File: src/rtl/serial_incr_sched.sv
// Round-robin two-requester front end sharing one bit-serial +1 datapath.
// Optional SERIAL_INCR_SCHED_EARLY_DONE_EN ends CALC as soon as the carry dies out.
module serial_incr_sched #(
    parameter int unsigned NBITS = 4
) (
    input  logic             clk,
    input  logic             reset,
    input  logic             req0_val,
    output logic             req0_rdy,
    input  logic [NBITS-1:0] req0_msg,
    input  logic             req1_val,
    output logic             req1_rdy,
    input  logic [NBITS-1:0] req1_msg,
    output logic             resp_val,
    input  logic             resp_rdy,
    output logic [NBITS-1:0] resp_msg,
    output logic             resp_id,
    output logic             resp_ovf,
    output logic             busy
);

    localparam int unsigned IdxW = (NBITS > 2) ? $clog2(NBITS) : 1;

    typedef enum logic [1:0] {StIdle, StCalc, StDone} state_e;

    state_e            state_q, state_d;
    logic              ptr_q, ptr_d;
    logic [NBITS-1:0]  work_q, work_d;
    logic              id_q, id_d;
    logic              carry_q, carry_d;
    logic [IdxW-1:0]   idx_q, idx_d;

    always_comb begin
        state_d  = state_q;
        ptr_d    = ptr_q;
        work_d   = work_q;
        id_d     = id_q;
        carry_d  = carry_q;
        idx_d    = idx_q;
        req0_rdy = 1'b0;
        req1_rdy = 1'b0;

        unique case (state_q)
            StIdle: begin
                req0_rdy = !ptr_q || !req1_val;
                req1_rdy = ptr_q || !req0_val;
                if (req0_val && req0_rdy) begin
                    work_d  = req0_msg;
                    id_d    = 1'b0;
                    carry_d = 1'b1;
                    idx_d   = '0;
                    ptr_d   = 1'b1;
                    state_d = StCalc;
                end else if (req1_val && req1_rdy) begin
                    work_d  = req1_msg;
                    id_d    = 1'b1;
                    carry_d = 1'b1;
                    idx_d   = '0;
                    ptr_d   = 1'b0;
                    state_d = StCalc;
                end
            end
            StCalc: begin
                // One half-adder step on the current bit, in place.
                work_d[idx_q] = work_q[idx_q] ^ carry_q;
                carry_d       = work_q[idx_q] & carry_q;
                idx_d         = idx_q + IdxW'(1);
                if (idx_q == IdxW'(NBITS - 1)) begin
                    state_d = StDone;
                    idx_d   = '0;
                end
`ifdef SERIAL_INCR_SCHED_EARLY_DONE_EN
                // Once the carry is gone the upper bits are already final.
                else if (!carry_d) begin
                    state_d = StDone;
                    idx_d   = '0;
                end
`endif
            end
            StDone: begin
                if (resp_rdy) begin
                    state_d = StIdle;
                end
            end
            default: state_d = StIdle;
        endcase
    end

    always_ff @(posedge clk or negedge reset) begin
        if (!reset) begin
            state_q <= StIdle;
            ptr_q   <= 1'b0;
            work_q  <= '0;
            id_q    <= 1'b0;
            carry_q <= 1'b0;
            idx_q   <= '0;
        end else begin
            state_q <= state_d;
            ptr_q   <= ptr_d;
            work_q  <= work_d;
            id_q    <= id_d;
            carry_q <= carry_d;
            idx_q   <= idx_d;
        end
    end

    assign resp_val = (state_q == StDone);
    assign resp_msg = work_q;
    assign resp_id  = id_q;
    assign resp_ovf = carry_q;
    assign busy     = (state_q != StIdle);

endmodule

File: config.mk
export PLATFORM = sky130hd
export DESIGN_NAME = serial_incr_sched
export DESIGN_NICKNAME = d
export VERILOG_FILES = /design/src/rtl/serial_incr_sched.sv
export SDC_FILE = /design/constraint.sdc
export NUM_CORES = 1
export LEC_CHECK = 0
export ABC_AREA = 0
export CAP_MARGIN = 20
export CORE_MARGIN = 2
export CORE_UTILIZATION = 49
export CTS_BUF_LIST = sky130_fd_sc_hd__clkbuf_8
export DETAILED_ROUTE_END_ITERATION = 16
export PLACE_DENSITY = 0.85
export SETUP_SLACK_MARGIN = 0.3
export SLEW_MARGIN = 40
export SYNTH_ARGS = -nofsm -noshare
export SYNTH_HDL_FRONTEND = slang
export SYNTH_SLANG_ARGS = --single-unit
export TNS_END_PERCENT = 10
File: constraint.sdc
create_clock -name clk -period 3.15 [get_ports clk]
set_clock_uncertainty 0.2 [all_clocks]
set_input_delay 0.7875 -clock clk [delete_from_list [all_inputs] [get_ports clk]]
set_output_delay 0.7875 -clock clk [all_outputs]
set_load 0.05 [all_outputs]
# Word-level counts from Yosys, hierarchy flattened
# Cells that the tools add are included.
[totals]
register_bits = 11
latch_bits = 0
mem_bits_rw = 0
romBits = 0
output_inout_bits = 10
word_cells = 57
memories = 0
[classes]
add_sub_neg = 1
n_mul = 0
div = 0
order_cmp = 2
eq_ne = 6
shifts = 0
n_mux = 25
bitwise = 2
reduce_logical = 15
[ops]
columns = ["op", "n"]
rows = [
  ["two-way mux 2 bit", 7],
  ["two-way mux 1 bit", 9],
  ["two-way mux 4 bit", 2],
  ["one-hot mux 4 bit (2 select lines)", 1],
  ["one-hot mux 2 bit (3 select lines)", 1],
  ["nonzero test 2 bit", 3],
  ["bitwise mux 4 bit", 1],
  ["equality test 2 bit, second input constant", 2],
  ["one-hot mux 2 bit (2 select lines)", 1],
  ["AND reduction 2 bit", 2],
  ["logical AND 1 bit", 3],
  ["logical NOT 1 bit", 3],
  ["< comparator 2 x 3 -> 1 bit, second input constant", 1],
  ["!= test 3 bit, second input constant", 1],
  ["AND reduction 3 bit", 1],
  ["adder 2 x 1 -> 2 bit, second input constant", 1],
  ["binary-select mux 1 bit (select 2 bit)", 1],
  ["demux 1 bit (select 2 bit)", 1],
  ["equality test 2 x 1 -> 1 bit, second input constant", 1],
  ["greater-or-equal comparator 2 x 1 -> 1 bit, second input constant", 1],
  ["logical NOT 2 bit", 1],
  ["logical OR 1 bit", 2],
  ["!= test 2 x 1 -> 1 bit, second input constant", 1],
  ["!= test 2 bit, second input constant", 1],
  ["other kinds (3)", 3],
]

# Depth between registers and ports, before layout
[logic_depth]
word_depth = 6
mapped_depth = 5

# Worst setup path after synthesis
# OpenSTA, ideal clock, no wires.
[synth_path]
kind = "reg2out"
start = "register state_q[0]"
end = "output req0_rdy"
arrival_ps = 1784
required_time_ps = 2162
path_slack_ps = 378
stages_incl_launch_ff = 5
n_path_buf = 1
cell_sequence = "dfrtp_1 > buf_2 > nor2_2 > inv_1 > a21oi_1"
[synth_via]
elab_chain_cells = 2
[synth_lines]
columns = ["element", "line", "rtl"]
rows = [
  ["start, declared", "26", "state_e state_q, state_d;"],
  ["start signal, assigned", "91", "state_q <= StIdle;"],
  ["start signal, assigned", "98", "state_q <= state_d;"],
  ["logical NOT 2 bit", "43", "unique case (state_q)"],
  ["two-way mux 1 bit", "43", ""],
  ["end, declared", "9", "output logic req0_rdy,"],
]
# No other way between the ends.

# Worst setup path after layout
[layout_path]
start = "input req1_val"
end = "output req0_rdy"
[layout_via]
elab_chain_cells = 3
[layout_lines]
columns = ["element", "line", "rtl"]
rows = [
  ["start, declared", "11", "input logic req1_val,"],
  ["logical NOT 1 bit", "45", "req0_rdy = !ptr_q || !req1_val;"],
  ["logical OR 1 bit", "45", ""],
  ["two-way mux 1 bit", "43", ""],
]
# No other way between the ends.

==> results.md <==
- Cell Area, Synth: 658.1 um2
- Crit end category: primary output
- Synth Warn #: 0
- Final Hold Viols: 0
- CP Cell Sequence: clkdlybuf4s50_1 -> a21oi_1 -> buf_12
- Vias in the first global route: 563
- Clk Latency, worst-skew pair: 0.24 ns
- Number of antenna diodes: 0
- Residual DRC: 0
- Inserted Clock Buffers: 3
- Initial core utilization: 51.22%
- Status: finished, final reports clean
- Final HPWL DP: 1196 um
- Rows: 13
- PD cells: 1180 nW/um2
- Sw Ratio: 48.46%
- Worst path required time: 2.16 ns
- Share of cells above drive strength 1: 8.989%
- CTS tree: built
- Global-route wire length before repair: 2428 um
- Combinational group share of total power: 61.1%
- Critical Path Max Stage Delay: 0.54 ns
- Slew @ Worst Pin: 0.5044 ns
- Die Area: 1652 um2
- Clk sinks: 11
- Fillers: 93
- Final setup vio count: 0
- Post-synthesis sequential area ratio: 41.83%
- Initial antenna violation count: 0
- Die H: 40.65 um
- Clock share of power: 12.3%
- Slowest CP cell: clkdlybuf4s50_1
- Area after DPL: 907.1 um2
- Mean post-synth cell area: 10.13 um2
- Final net count: 108
- Final period demand of the worst path: 2.816 ns
- Commonest non-fill, non-tap cell in the layout: clkdlybuf4s50_1
- Worst path top cell family by delay: buffers and inverters
- Crit-path max FO: 6
- Leak: 0.4251 nW
- Dpl ws: 0.3259 ns
- Cells after Synth: 65
- Clock Tree Buf Depth: 2
- Htree depth: 1
- Sw power: 0.5461 mW
- Post-route ant nets: 0
- Die width: 40.65 um
- Setup bufs post-CTS: 0
- DRT iter0 DRCs: 17
- Critical path type: input port to primary output
- Largest net degree at the start of global routing: 12
- Arr. time, crit path: 1.83 ns
- Worst vdd ir: 722.8 uV
- CTS clk-pin slew, worst paths: 0.05 ns
- RePlAce Congestion: 0.8025
- Net count after synthesis: 83
- Utilization after layout: 74.29%
- Wire per inst: 14.96 um
- Worst setup margin: 0.3345 ns
- Fin area: 954.7 um2
- Max-Cap Viols: 0
- Final Cycle Share: 89.38%
- Via count: 588
- Most frequent cells in the layout: 19 x clkdlybuf4s50_1, 11 x dfrtp_1, 7 x a21oi_1
- Worst hold slack: 0.3330 ns
- IO Port Bufs: 22
- Root Buffer: clkbuf_8
- Layout area overhead: 45.06%
- Fin Setup TNS: 0 ns
- FMAX: 0.3552 GHz
- Post-synth cell types: 21
- Final WL: 1556 um
- Core Box Area: 1285 um2
- Type of the most critical hold path: register to register
- WP buf/inv: 2
- Power share of the sequential group: 26.7%
- Max Slew Vio Count: 0
- Vias per std cell: 5.654
- Seq cells post-synth: 11
- Pint: 0.5808 mW
- Cts hold-fix bufs: 0
- Drt first pass iters: 4
- Boundary Pins: 23
- GR Overflow Total: 0
- RSZ-0062 raised after global routing: yes
- CP Launch Type: input port
- Relative slew margins: 66.32%
- GRT Resource Usage Total: 22.81%
-- sequential cells by signal, indices dropped and copies added (netlist names) --
name and cells:
idx_q 2, resp_ovf 1, state_q 2, ptr_q 1
resp_id 1, resp_msg 4
-- worst register-to-register path: cells and delay by family (launching register included) --
family                   cells  cell delay, ns
multiplexers                 1            0.53
adder cells (fa/ha/maj)      1            0.28
AO/OA/AOI/OAI                1            0.15
AND/OR/NAND/NOR              1            0.26
flip-flops                   1            0.48
-- metal layers --
layer / share of wire [%] / track usage (%) / up-vias
met2: 51 / 37.70 / 28
met3: 5.8 / 3.261 / 2
met5: 0 / 0 / -
met1: 43 / 28.47 / 274
met4: 0.39 / 12.50 / 0
li1: - / - / 284
-- cell usage after synthesis --
cell | n | area share [%]
nor3_1 | 1 | 0.76
nand2b_1 | 5 | 4.8
a31oi_1 | 5 | 4.8
a22o_1 | 1 | 1.3
inv_1 | 5 | 2.9
mux2i_1 | 4 | 6.1
ha_1 | 5 | 9.5
mux4_2 | 1 | 3.4
or3_1 | 1 | 0.95
nor2b_1 | 1 | 0.95
nor2_1 | 6 | 3.4
a21boi_4 | 1 | 2.9
a21o_1 | 1 | 1.1
nand2_1 | 2 | 1.1
o31ai_1 | 1 | 1.1
dfrtp_1 | 11 | 42
buf_2 | 1 | 0.76
clkbuf_2 | 1 | 0.76
a21oi_1 | 7 | 5.3
nor2_2 | 1 | 0.95
a221oi_1 | 4 | 5.3
-- logic make-up (layout without fill, tap and decap cells) --
logic type | Yosys count | after routing | synth area share [%]
AOI/OAI and AO/OA | 20 | 20 | 21.86
and+or+nand+nor | 17 | 17 | 12.93
DFF | 11 | 11 | 41.82
buffers and inverters | 7 | 31 | 4.371
adders and majority gates | 5 | 5 | 9.506
muxes | 5 | 5 | 9.506
-- power groups by stage --
stage / registers [mW] / clock network, mW / logic [mW]
2_1_floorplan: 0.401 / 0 / 0.354
3_3_place_gp: 0.294 / 0 / 0.671
3_5_place_dp: 0.300 / 0 / 0.686
4_1_cts: 0.298 / 0.139 / 0.693
5_1_grt: 0.309 / 0.148 / 0.744
6_report: 0.301 / 0.138 / 0.688
-- per-stage QoR --
| step | std cells | power, mW |
|---|---|---|
| detailed placement | 100 | 0.9863 |
| floorplan | 65 | 0.7551 |
| global placement | 100 | 0.9651 |
| CTS | 104 | 1.130 |
| finish | 104 | 1.127 |
| global route | 104 | 1.201 |
-- layout make-up --
cell class	instances	area, um2	area share [%]
multi-input combinational	47	354.1	37.09
sequential	11	275.3	28.83
timing repair buffer	22	242.7	25.43
clock buffer	3	41.29	4.325
inverter	5	18.77	1.966
tap	15	18.77	1.966
clock inverter	1	3.754	0.3932
-- repair_timing --
action                                  in CTS  in global routing
resized for setup                            0                  1
endpoints found under the hold margin        0                  0
endpoints found under the setup margin       0                  2
-- path summary, 6_finish.rpt --
kind	depth (start not counted)	end	startpoint	slack (ns)
min reg2reg	2	resp_id$_DFFE_PN0P_	resp_id$_DFFE_PN0P_	0.33
max reg2reg	4	resp_msg[2]$_DFFE_PN0P_	idx_q[0]$_DFFE_PN0P_	1.12
min in group asynchronous	1	idx_q[0]$_DFFE_PN0P_	reset	0.69
max	3	req0_rdy	req1_val	0.33
min	2	resp_id$_DFFE_PN0P_	resp_id$_DFFE_PN0P_	0.33
max in group asynchronous	1	ptr_q$_DFFE_PN0P_	reset	1.72
(Power assumes the default switching activity.)
